[src/rtl/mcdl_pkg.sv]
// rtl/mcdl_pkg.sv - shared helpers for the multi-channel delay line
package mcdl_pkg;

    // Limit a requested delay to the legal 1..max_delay range.
    function automatic int clamp_delay(input int value, input int max_delay);
        if (value < 1)
            return 1;
        else if (value > max_delay)
            return max_delay;
        else
            return value;
    endfunction

    // Low bit of a lane inside a flat lane-packed bus.
    function automatic int lane_lo(input int lane, input int width);
        return lane * width;
    endfunction

endpackage

[src/rtl/multi_chan_delay_line_delay_chan.sv]
// rtl/multi_chan_delay_line_delay_chan.sv - one channel's valid/data shift register with flush and tap select
module delay_chan #(
    parameter int WIDTH     = 3,
    parameter int MAX_DELAY = 16,
    parameter int DW        = 5
) (
    input  logic             clk,
    input  logic             reset,
    input  logic             flush,
    input  logic [WIDTH-1:0] in_data,
    input  logic             in_valid,
    input  logic [DW-1:0]    delay,
    output logic [WIDTH-1:0] out_data,
    output logic             out_valid
);

    logic [MAX_DELAY-1:0] stage_valid;
    logic [WIDTH-1:0]     stage_data [MAX_DELAY];

    // Stage 0 always captures so a flushed channel restarts at the new latency immediately.
    always_ff @(posedge clk) begin
        if (reset) begin
            stage_valid <= '0;
            for (int k = 0; k < MAX_DELAY; k++)
                stage_data[k] <= '0;
        end else begin
            stage_valid[0] <= in_valid;
            stage_data[0]  <= in_data;
            for (int k = 1; k < MAX_DELAY; k++) begin
                if (flush) begin
                    stage_valid[k] <= 1'b0;
                    stage_data[k]  <= '0;
                end else begin
                    stage_valid[k] <= stage_valid[k-1];
                    stage_data[k]  <= stage_data[k-1];
                end
            end
        end
    end

    always_comb begin
        out_valid = 1'b0;
        out_data  = '0;
        for (int k = 0; k < MAX_DELAY; k++) begin
            if (delay == DW'(k + 1)) begin
                out_valid = stage_valid[k];
                out_data  = stage_valid[k] ? stage_data[k] : '0;
            end
        end
    end

endmodule

[src/rtl/multi_chan_delay_line.sv]
// rtl/multi_chan_delay_line.sv - per-channel run-time programmable clock-cycle delay line
module multi_chan_delay_line
    import mcdl_pkg::*;
#(
    parameter int NCH           = 3,
    parameter int WIDTH         = 3,
    parameter int MAX_DELAY     = 16,
    parameter int DEFAULT_DELAY = 1,
    localparam int DW           = $clog2(MAX_DELAY + 1),
    localparam int CW           = (NCH > 1) ? $clog2(NCH) : 1
) (
    input  logic                 clk,
    input  logic                 reset,
    input  logic [NCH*WIDTH-1:0] in_data,
    input  logic [NCH-1:0]       in_valid,
    output logic [NCH*WIDTH-1:0] out_data,
    output logic [NCH-1:0]       out_valid,
    input  logic                 cfg_we,
    input  logic [CW-1:0]        cfg_ch,
    input  logic [DW-1:0]        cfg_delay,
    output logic                 cfg_err,
    output logic [NCH*DW-1:0]    cur_delay
);

    logic          ch_ok;
    logic          delay_bad;
    logic [DW-1:0] new_delay;
    logic [NCH-1:0] flush;
    logic [DW-1:0] cur_d [NCH];

    always_comb begin
        ch_ok     = int'(cfg_ch) < NCH;
        delay_bad = (cfg_delay == '0) || (int'(cfg_delay) > MAX_DELAY);
        new_delay = DW'(clamp_delay(int'(cfg_delay), MAX_DELAY));
        flush     = '0;
        for (int c = 0; c < NCH; c++)
            flush[c] = cfg_we && ch_ok && (cfg_ch == CW'(c));
    end

    // A clamped write is still applied; only an out-of-range channel leaves state alone.
    always_ff @(posedge clk) begin
        if (reset) begin
            cfg_err <= 1'b0;
            for (int c = 0; c < NCH; c++)
                cur_d[c] <= DW'(DEFAULT_DELAY);
        end else begin
            cfg_err <= cfg_we && (!ch_ok || delay_bad);
            for (int c = 0; c < NCH; c++)
                if (flush[c])
                    cur_d[c] <= new_delay;
        end
    end

    for (genvar i = 0; i < NCH; i++) begin : g_ch
        delay_chan #(
            .WIDTH     (WIDTH),
            .MAX_DELAY (MAX_DELAY),
            .DW        (DW)
        ) u_chan (
            .clk       (clk),
            .reset     (reset),
            .flush     (flush[i]),
            .in_data   (in_data[lane_lo(i, WIDTH) +: WIDTH]),
            .in_valid  (in_valid[i]),
            .delay     (cur_d[i]),
            .out_data  (out_data[lane_lo(i, WIDTH) +: WIDTH]),
            .out_valid (out_valid[i])
        );

        assign cur_delay[lane_lo(i, DW) +: DW] = cur_d[i];
    end

endmodule

[config.mk]
export PLATFORM = sky130hd
export DESIGN_NAME = multi_chan_delay_line
export DESIGN_NICKNAME = d
export VERILOG_FILES = /design/src/rtl/mcdl_pkg.sv /design/src/rtl/multi_chan_delay_line_delay_chan.sv /design/src/rtl/multi_chan_delay_line.sv
export SDC_FILE = /design/constraint.sdc
export NUM_CORES = 1
export LEC_CHECK = 0
export ABC_CLOCK_PERIOD_IN_PS = 2950
export BUFFER_PORTS_ARGS = -buffer_cell sky130_fd_sc_hd__buf_4
export CORE_ASPECT_RATIO = 1.1
export CORE_UTILIZATION = 60
export CTS_CLUSTER_DIAMETER = 30
export DETAILED_ROUTE_END_ITERATION = 8
export HOLD_SLACK_MARGIN = 0.08
export PLACE_DENSITY_LB_ADDON = 0.1
export SYNTH_ARGS = -nofsm -noshare
export SYNTH_HDL_FRONTEND = slang
export SYNTH_HIERARCHICAL = 1
export SYNTH_SLANG_ARGS = --single-unit
[constraint.sdc]
create_clock -name clk -period 2.95 [get_ports clk]
set_input_delay 0.1475 -clock clk [delete_from_list [all_inputs] [get_ports clk]]
set_output_delay 0.1475 -clock clk [all_outputs]
set_load 0.005 [all_outputs]
==> results_dict.tcl <==
set metrics [dict create \
    overflow 0 \
    synth-edff-count 150 \
    crit_path_max_fanout 17 \
    synth-main-ff-cell "edfxtp_1" \
    p_leak_nw 4.69 \
    grt_usage_pct 30.5 \
    portBuffers 49 \
    place_congestion 1.03 \
    switching_share_pct 22.5 \
    synthToLayoutAreaGrowth_pct 24.9 \
    drt_iter0_drc 897 \
    cts_tree "done" \
    vias 7111 \
    syn-cell-area_um2 9520 \
    finalCritPeriodShare_pct 98.9 \
    worst_pin_slew_ps 795 \
    synthCells 800 \
    synth_seq_area_share_pct 59.5 \
    post_cts_buffers 0 \
    coreArea_um2 15300 \
    worstHoldStart "reset" \
    die_area_um2 16400 \
    slew_headroom_pct 46.7 \
    seq_power_share_pct 42.0 \
    min_path_type "in -> reg" \
    drt-pass1-iter-count 5 \
    hpwl_um 16800 \
    irDropWorstVdd_mv 0.557 \
    rsz0062_at_grt "false" \
    p_per_area_nw_per_um2 690 \
    finalSetupViolations 0 \
    diodes 0 \
    wire_per_inst_um 19.9 \
    grt_max_degree 58 \
    cp_data_required_time_ps 2800 \
    fin_nets 1025 \
    fin_tns_setup_ps 0 \
    ant_nets 0 \
    cp-start-kind "flop" \
    yosysTopAreaCell "edfxtp_1" \
    ys_seq_elements 208 \
    timing.fmax_mhz 343 \
    synthTopCellsByArea "edfxtp_1 (47%), dfxtp_1 (12%), and2_1 (10%), nor3_1 (4.4%), and4_1 (3.4%)" \
    die_w_um 122 \
    cts-root-buf "clkbuf_16" \
    regArea_um2 5670 \
    endpoint_kind "output pin" \
    yosysUniqueCellTypes 67 \
    numCtsBuffers 37 \
    htree_levels 2 \
    cap_violations 0 \
    cts_buffer_depth 3 \
    path_class "reg -> out" \
    p_int_mw 6.36 \
    n_fill_cell 943 \
    via_per_inst 5.80 \
    cts.sinks 208 \
    rows 47 \
    multi_input_area_um2 3980 \
    grt_pass1_wl_um 37400 \
    drive_above_1_share_pct 15.3 \
    synthArstFlopShare_pct 0 \
    p_comb_share_pct 5.0 \
    worstPathArrival_ps 2770 \
    hold_slack_ps 105 \
    clkPwrFrac_pct 53.0 \
    drcViolationCount 0 \
    grt_pass1_vias 6995 \
    synth_warnings 6 \
    setup.worst_path.start "cur_d[0][1]$_DFFE_PP_" \
    fin_worst_skew_ps 17.6 \
    hold_viol 0 \
    clk_latency_ps 500 \
    routed_wl_um 24400 \
    drv_slew 0 \
    p_switching_mw 1.84 \
    clk_pin_slew_ps 50 \
    timing.rr.start "g_ch[1].u_chan/stage_data[0][16]$_DFFE_PP_" \
    synth_top_area_share_pct 47.3 \
    status "completed" \
    syn_avg_cell_area_um2 11.9 \
    die_y_um 134 \
    ioPinCount 50 \
    initial_core_util_pct 62.3 \
    fin_crit_ps 2920 \
    antenna_found_initial 0 \
]
sequential cells by signal, summed over array words and instances (netlist names):
register / cells
g_ch.u_chan/stage_data: 144
cur_d: 15
g_ch.u_chan/stage_valid: 48
cfg_err: 1
Yosys cell counts, types with 14 or more instances:
cell type / n
and4_1: 37
nor2_1: 14
clkbuf_1: 22
dfxtp_1: 58
inv_1: 30
edfxtp_1: 150
a2111oi_0: 20
nand4_1: 23
and2_1: 155
nor3_1: 83
nand2_1: 37
nor2b_1: 17
logic make-up after synthesis:
logic type	Yosys count	share of synthesized area (%)
flops	208	59.5
mux	9	0.973
other cells	3	0.118
buf+inv	73	3.97
simple gates	453	30.3
compound gates	53	5.03
fa+ha+maj	1	0.131
routing by layer:
layer | up-vias | part of all wire (%) | track usage (%)
met5 | - | 0 | 0
met4 | 0 | 3.0 | 12.2
met3 | 60 | 6.2 | 5.61
met2 | 320 | 48 | 50.0
met1 | 3483 | 42 | 39.9
li1 | 3248 | - | -
cell usage in the layout (no fill, tap or decap), types with 4 or more instances in the layout:
master	count
and2_1	155
and3_1	10
nand2_1	37
buf_4	58
dlygate4sd3_1	16
nor2b_1	17
a2111oi_1	5
nor2_2	4
nor3_2	4
and4_1	37
nand4_1	23
a21oi_1	7
inv_6	5
mux2i_1	7
nor4_1	7
a2111oi_2	5
nor2_1	11
nand3_1	8
a2111oi_0	20
nor3_1	83
bufinv_16	5
inv_1	30
edfxtp_1	150
dfxtp_1	58
nand2b_1	5
clkbuf_16	39
nand3b_1	8
clkinv_2	6
conb_1	135
power groups by stage:
stage / registers (mW) / clock network, mW / logic [mW]
after floorplan: 3.41 / 0 / 0.299
after global placement: 3.48 / 0 / 0.366
after detailed placement: 3.49 / 0 / 0.376
after CTS: 3.44 / 4.38 / 0.399
after global routing: 3.45 / 4.50 / 0.451
final: 3.44 / 4.34 / 0.413
repair_timing:
item                                    4_1_cts  5_1_grt
hold buffers                                 16        0
hold endpoints to repair                     14        0
gates resized for setup                       0        0
endpoints found under the setup margin        0        0
path summary, 6_finish.rpt:
check	end	slack, ps	depth (start not counted)
setup / recovery	out_data[0]	30	5
hold / removal	g_ch[1].u_chan/stage_data[0][2]$_DFF_P_	110	2
setup reg to reg	g_ch[1].u_chan/stage_data[0][19]$_DFFE_PP_	2070	1
hold reg to reg	g_ch[2].u_chan/stage_valid[12]$_SDFF_PN0_	460	1
stage by stage:
step / setup WS (ps) / std cells / util (%) / cell area [um2] / total power [mW]
after floorplan: 1300 / 932 / - / 10000 / 3.71
after global placement: 690 / 1143 / 68.3 / 10400 / 3.85
after global routing: 29.1 / 1227 / 77.7 / 11900 / 8.40
after detailed placement: 603 / 1143 / 68.3 / 10400 / 3.86
final: 31.3 / 1227 / 77.7 / 11900 / 8.20
after CTS: 112 / 1227 / 77.7 / 11900 / 8.22
critical path, cell delays in order, from the launching register on:
cell	delay (ps)
edfxtp_1	710
nor2b_1	220
and3_1	260
a2111oi_0	700
nand4_1	220
buf_4	180
final cells by class:
cell class | instances | share of cell area (%)
clock buffers | 43 | 8.42
clock inverters | 25 | 2.41
inverters | 30 | 0.947
multi-input cells | 651 | 33.5
flip-flops and latches | 208 | 47.7
well taps | 196 | 2.06
repair buffers | 74 | 5.01
Power figures use the tool's default switching activity.
